==> config.mk <==
export PLATFORM = sky130hd
export DESIGN_NAME = local_hist_predictor
export DESIGN_NICKNAME = d
export VERILOG_FILES = /design/src/rtl/bp_pkg.sv /design/src/rtl/bp_sat_counter_table.sv /design/src/rtl/local_hist_predictor.sv
export SDC_FILE = /design/constraint.sdc
export NUM_CORES = 1
export LEC_CHECK = 0
export ABC_CLOCK_PERIOD_IN_PS = 2800
export CAP_MARGIN = 30
export CELL_PAD_IN_SITES_DETAIL_PLACEMENT = 0
export CELL_PAD_IN_SITES_GLOBAL_PLACEMENT = 1
export CORE_ASPECT_RATIO = 0.75
export CORE_MARGIN = 4
export CORE_UTILIZATION = 35
export DETAILED_ROUTE_END_ITERATION = 12
export GPL_ROUTABILITY_DRIVEN = 1
export PLACE_DENSITY_LB_ADDON = 0.25
export SYNTH_ARGS = -nofsm -noshare
export SYNTH_HDL_FRONTEND = slang
export SYNTH_SLANG_ARGS = --single-unit
==> constraint.sdc <==
create_clock -name clk -period 2.8 [get_ports clk]
set_input_delay 0.56 -clock clk [delete_from_list [all_inputs] [get_ports clk]]
set_output_delay 0.56 -clock clk [all_outputs]
set_load 0.005 [all_outputs]
==> src/rtl/bp_pkg.sv <==
// Shared helpers for the local-history predictor: index widths, counter
// reset value, saturating counter step and PHT index hashing.
package bp_pkg;

  function automatic int idx_w(input int depth);
    return (depth <= 2) ? 1 : $clog2(depth);
  endfunction

  // Weakly not-taken value: just below the taken threshold
  function automatic logic [3:0] weak_nt(input int cnt_w);
    return 4'((1 << (cnt_w - 1)) - 1);
  endfunction

  function automatic logic [3:0] sat_update(input logic [3:0] cnt, input int cnt_w,
                                            input logic up);
    logic [3:0] maxv;
    maxv = 4'((1 << cnt_w) - 1);
    if (up) return (cnt == maxv) ? cnt : cnt + 4'd1;
    else    return (cnt == 4'd0) ? cnt : cnt - 4'd1;
  endfunction

  function automatic logic [31:0] pht_index(input logic [31:0] hist, input logic [31:0] pc,
                                            input int hist_w, input int hash);
    logic [31:0] mask;
    mask = 32'((64'd1 << hist_w) - 64'd1);
    return (hash != 0) ? ((hist ^ (pc >> 2)) & mask) : (hist & mask);
  endfunction

endpackage

==> src/rtl/bp_sat_counter_table.sv <==
// Pattern history table: saturating counters with a combinational read port
// and one saturating write port; synchronous reset to weakly not-taken.
module bp_sat_counter_table
  import bp_pkg::*;
#(
  parameter int IDX_W = 4,
  parameter int CNT_W = 2
) (
  input  logic             clk,
  input  logic             rst,
  input  logic [IDX_W-1:0] rd_idx_i,
  output logic [CNT_W-1:0] rd_cnt_o,
  input  logic             wr_en_i,
  input  logic [IDX_W-1:0] wr_idx_i,
  input  logic             wr_up_i
);

  localparam int DEPTH = 1 << IDX_W;
  localparam logic [CNT_W-1:0] RST_CNT = CNT_W'(weak_nt(CNT_W));

  logic [CNT_W-1:0] cnt_q [DEPTH];
  logic [CNT_W-1:0] wr_cnt_d;

  assign rd_cnt_o = cnt_q[rd_idx_i];

  always_comb begin
    wr_cnt_d = CNT_W'(sat_update(4'(cnt_q[wr_idx_i]), CNT_W, wr_up_i));
  end

  always_ff @(posedge clk) begin
    if (rst) begin
      for (int i = 0; i < DEPTH; i++) cnt_q[i] <= RST_CNT;
    end else if (wr_en_i) begin
      cnt_q[wr_idx_i] <= wr_cnt_d;
    end
  end

endmodule

==> src/rtl/local_hist_predictor.sv <==
// Two-level local-history branch predictor (BHT of per-branch histories feeding
// a PHT of saturating counters). Define LOCAL_PRED_STATS_EN to build the stat counters.
module local_hist_predictor
  import bp_pkg::*;
#(
  parameter int BHT_DEPTH = 16,
  parameter int HIST_W    = 4,
  parameter int CNT_W     = 2,
  parameter int PHT_HASH  = 0
) (
  input  logic              clk,
  input  logic              rst,
  input  logic [31:0]       pcF,
  output logic              pred_takenF,
  output logic [HIST_W-1:0] pred_histF,
  input  logic              update_en,
  input  logic [31:0]       update_pc,
  input  logic [HIST_W-1:0] update_hist,
  input  logic              update_pred,
  input  logic              update_taken,
  output logic              mispredict,
  output logic [31:0]       stat_branches,
  output logic [31:0]       stat_mispreds
);

  localparam int BIDX_W = idx_w(BHT_DEPTH);

  logic [HIST_W-1:0] bht_q [BHT_DEPTH];
  logic [BIDX_W-1:0] bidx_f, bidx_u;
  logic [HIST_W-1:0] pidx_f, pidx_u, hist_d;
  logic [CNT_W-1:0]  rd_cnt;

  assign bidx_f      = pcF[BIDX_W+1:2];
  assign bidx_u      = update_pc[BIDX_W+1:2];
  assign pred_histF  = bht_q[bidx_f];
  assign pidx_f      = HIST_W'(pht_index(32'(pred_histF), pcF, HIST_W, PHT_HASH));
  // Training uses the history carried down the pipe, not the live BHT entry
  assign pidx_u      = HIST_W'(pht_index(32'(update_hist), update_pc, HIST_W, PHT_HASH));
  assign pred_takenF = (4'(rd_cnt) > weak_nt(CNT_W));
  assign mispredict  = update_en & (update_taken ^ update_pred);

  always_comb begin
    hist_d = HIST_W'({bht_q[bidx_u], update_taken});
  end

  always_ff @(posedge clk) begin
    if (rst) begin
      for (int i = 0; i < BHT_DEPTH; i++) bht_q[i] <= '0;
    end else if (update_en) begin
      bht_q[bidx_u] <= hist_d;
    end
  end

  bp_sat_counter_table #(
    .IDX_W (HIST_W),
    .CNT_W (CNT_W)
  ) u_pht (
    .clk      (clk),
    .rst      (rst),
    .rd_idx_i (pidx_f),
    .rd_cnt_o (rd_cnt),
    .wr_en_i  (update_en),
    .wr_idx_i (pidx_u),
    .wr_up_i  (update_taken)
  );

`ifdef LOCAL_PRED_STATS_EN
  logic [31:0] stat_branches_q, stat_mispreds_q;

  always_ff @(posedge clk) begin
    if (rst) begin
      stat_branches_q <= '0;
      stat_mispreds_q <= '0;
    end else if (update_en) begin
      if (stat_branches_q != '1) stat_branches_q <= stat_branches_q + 32'd1;
      if (mispredict && (stat_mispreds_q != '1)) stat_mispreds_q <= stat_mispreds_q + 32'd1;
    end
  end

  assign stat_branches = stat_branches_q;
  assign stat_mispreds = stat_mispreds_q;
`else
  assign stat_branches = '0;
  assign stat_mispreds = '0;
`endif

endmodule

## Word-level counts from Yosys, hierarchy flattened

Memories as Yosys holds them, arrays and structs flattened.
Index checks and enable logic that the tools add are counted.

- Bits in registers: 0
- RAM bits: 96
- Bits of input ports: 73
- Memories: 2

- Add/subtract/negate cells: 2
- Order comparisons: 1
- Equality and inequality tests: 1
- Mux-type cells: 14
- Bitwise gates (word level): 2
- Reductions and logical operators: 3

Memories:

| name | depth | bits a word | read ports | clocked after memory_dff | wr ports | line | source |
|---|---|---|---|---|---|---|---|
| bht_q | 16 | 4 | 2 | 0 | 16 | local_hist_predictor.sv:28 | `logic [HIST_W-1:0] bht_q [BHT_DEPTH];` |
| u_pht.cnt_q | 16 | 2 | 2 | 0 | 16 | bp_sat_counter_table.sv:21 | `logic [CNT_W-1:0] cnt_q [DEPTH];` |

Operators with widths:

| kind | count |
|---|---|
| $mux 4 | 3 |
| $mux 2 | 4 |
| $mux 1 | 7 |
| $reduce_or 4->1 | 1 |
| $add 2x1->2 const B | 1 |
| $eq 2x2->1 const B | 1 |
| $gt 2x1->1 const B | 1 |
| $logic_not 2->1 | 1 |
| $reduce_or 2->1 | 1 |
| $sub 2x1->2 const B | 1 |
| $and 1x1->1 | 1 |
| $xor 1x1->1 | 1 |

## Depth between registers and ports, before layout

- Depth in word-level cells: 5
- Gate-level depth with buffers: 10

## Hierarchy

Synthesis repeated with hierarchy kept, for this count alone.

- Cells, all modules: 439
- Area total of the unflattened synthesis: 5506.5 µm²

By module, submodules not included:

| module | times used | cells an instance | area each (µm²) | sequential area each (µm²) |
|---|---|---|---|---|
| local_hist_predictor | 1 | 286 | 3604.7 | 1921.8 |
| bp_sat_counter_table | 1 | 153 | 1901.8 | 960.9 |

## Worst setup path after synthesis

No wires, ideal clock.

- Path type: input to output
- From: input pcF[2]
- To: output pred_takenF
- Data arrival time: 2.323 ns
- Data required time: 2.240 ns
- Path slack: -0.083 ns
- Stages: 9
- Path buffers: 1
- Path through: buf_6 mux4_2 mux2i_4 and2_4 or2_4 inv_2 mux2_4 o2111ai_1 o211ai_1

- Word-level cells in the longest chain between the ends: 3

Ends and longest elaborated chain:

| what | line | source |
|---|---|---|
| from (decl) | local_hist_predictor.sv:13 | `input logic [31:0] pcF,` |
| $mem_v2 16x4 | - |  |
| via pred_histF[3] | local_hist_predictor.sv:15 | `output logic [HIST_W-1:0] pred_histF,` |
| $mem_v2 16x2 | - |  |
| $gt 2x1->1 | local_hist_predictor.sv:39 | `assign pred_takenF = (4'(rd_cnt) > weak_nt(CNT_W));` |
| to (decl) | local_hist_predictor.sv:14 | `output logic pred_takenF,` |

The timed path passes the listed nets, and every way through them passes these cells.

==> metrics.txt <==
Setup TNS=-406 ps; Area contributors post-synth=edfxtp_1 50%, mux4_2 13%, buf_4 8.8%; diode count=0; WP data arrival=2630 ps; NumNets Final=630; RSZ-0062 raised after global routing=true; grt ovf=0; Core Area=16,000 sq um; vias in the first global route=3,806; post-synthesis cell type with the largest combined area=edfxtp_1; DRT Pass-1 Iters=5; die area=18,500 sq um; Cells after Synth=between 400 and 500; 1st-iter DRT viols=369; Die Y-Extent=119 microns; Worst Skew=between 8 and 9 ps; CTS Sinks=96; Finished Cell Area=between 6000 and 7000 sq um; hpwl dp=between 10,000 and 15,000 microns; Area Overhead vs Synth=19.8%; final setup fails=2; placed cell area=6280 sq um; post-synth top area share=roughly half; register area=about 2900 sq um; Final Hold Vio Count=0; DR DRC count=0; critical path required time=2240 ps; max-cap violation count=0; Synth async-reset ratio=0%; failing checks=setup timing; yosys warns=0; Hold WC Path Type=in -> reg; starting density of the core=35.7%; CTS Root Cell=clkbuf_16; Leak=0.00257 uW; Tot GR Track Use=between 15 and 20%; CP Class=reg -> out; VDD IR max=268 uV; Routed WL=roughly 14,000 microns; Slew Limit Fails=0; port buffer count=22; min Tclk post-route=3190 ps; Peak Freq=~0.31 GHz; Mapped Area=5720 sq um; #FFs+latches synth=96; EDFF count, synth=96; largest net degree at the start of global routing=29; Util after Layout=a little over two fifths; hold path cells=2; # fillers=between 1,500 and 2,000; Max-slew headroom=63.2%; TritonCTS Buffers=9; Post-Place Setup Slack=-1210 ps; Horiz. Die Dim=156 microns; critical path launch point type=flip-flop; R2R setup slack=just over 600 ps; count leader, synth=edfxtp_1; outcome=complete, but fails checks; fraction of layout cells with a size suffix above 1=27.9%; CTS Buffer Depth=2; post-route ant nets=0; Clock Latency Late Sink=~350 ps; Netlist cell types=46; initial antenna violation count=0; Worst Path Max Fanout=3; vias after detailed routing=3,838; DR WL/cell=18.6 microns; path depth of the worst reg2reg path=5; critical path capture point type=output port; slew of the pin with the lowest slew margin=roughly 550 ps; Final WS setup=-386 ps; gp weighted congestion=0.837; first-pass GRT wire length=22,300 microns; Avg Cell Area, Syn=around 12 sq um; sequential area share after synthesis=50.4%; Worst-path clk slew=~70 ps; fin crit share=114%; Via density=4.97; H-tree Lvls=3; I/O pin cnt=143; area of the multi-input gates=2480 sq um; CTS tree=yes; Power Dens Cells=518 nW/um^2; # rows=40; Post-synth top cells=96 x edfxtp_1, 86 x nor2_1, 67 x buf_4; Main synth FF type=edfxtp_1
## cells by family after synthesis
| group | share of synthesized area, % |
|---|---|
| AOI/OAI and AO/OA | 2.43 |
| xor gates and xnor gates | 0.153 |
| adders and majority gates | 0.394 |
| buffers and inverters | 11.4 |
| DFF | 50.4 |
| muxes | 18.5 |
| other | 0.0656 |
| and+or+nand+nor | 16.7 |
## flip-flops by register name, indices dropped and copies added (netlist names)
name / cells
bht_q: 64
u_pht.cnt_q: 32
## timing repair
item / CTS / global route
endpoints found under the hold margin: 0 / 0
hold buffers: 0 / 0
resized for setup: 56 / 13
pin swaps: 7 / 6
cloned: 2 / 0
endpoints found under the setup margin: 5 / 24
setup buffers: 18 / 4
## power breakdown
part	switching (uW)	internal [uW]
combinational	315	308
sequential	32.9	1630
clock	562	700
## stage by stage
step	instances	hold WS (ps)	total power (uW)
detailed placement	738	1130	2250
global route	772	1170	3700
CTS	773	1130	3570
floorplan	543	780	2070
finish	772	1130	3550
global placement	738	1130	2250
## critical path, cell delays in order (launching register included)
cell and delay, ps:
edfxtp_1 430, mux4_2 520, mux2i_4 230, mux2i_1 240, o21ai_1 110, a2111oi_2 340, nand4bb_1 190, o211ai_1 90
buf_2 140
## cell usage in the layout (no fill, tap or decap), types with 4 or more instances in the layout
cell and count:
edfxtp_1 96, buf_6 15, o21ai_1 5, inv_1 6
nor2_1 86, mux4_2 35, buf_12 5, clkdlybuf4s50_1 14
clkbuf_16 9, nand3_1 17, buf_4 55, or2_2 5
conb_1 64, o211ai_1 4, mux2i_1 10, nor3_1 7
nand2_1 35, nor2b_1 6, nand2b_1 32, mux2_2 4
## layout make-up
class | instances | share of cell area, %
Clock buffer | 9 | 3.29
Clock inverter | 7 | 1.15
Inverter | 8 | 0.475
Multi-Input combinational cell | 348 | 36.1
Sequential cell | 96 | 42.1
Tap cell | 210 | 3.83
Timing Repair Buffer | 94 | 13.1
## per-layer routing
metal | global-route usage, % | part of all wire (%)
met2 | 22.9 | 43
met4 | 3.23 | 0.87
met5 | 0 | 0
met1 | 24.6 | 49
met3 | 3.81 | 6.7
## path summary, 6_finish.rpt
path                   endpoint         startpoint
min          u_pht.cnt_q[11][0]                rst
min reg2reg        bht_q[15][1]       bht_q[13][0]
max reg2reg   u_pht.cnt_q[1][0]  u_pht.cnt_q[1][1]
max                 pred_takenF       bht_q[15][3]
Power figures use the tool's default switching activity.
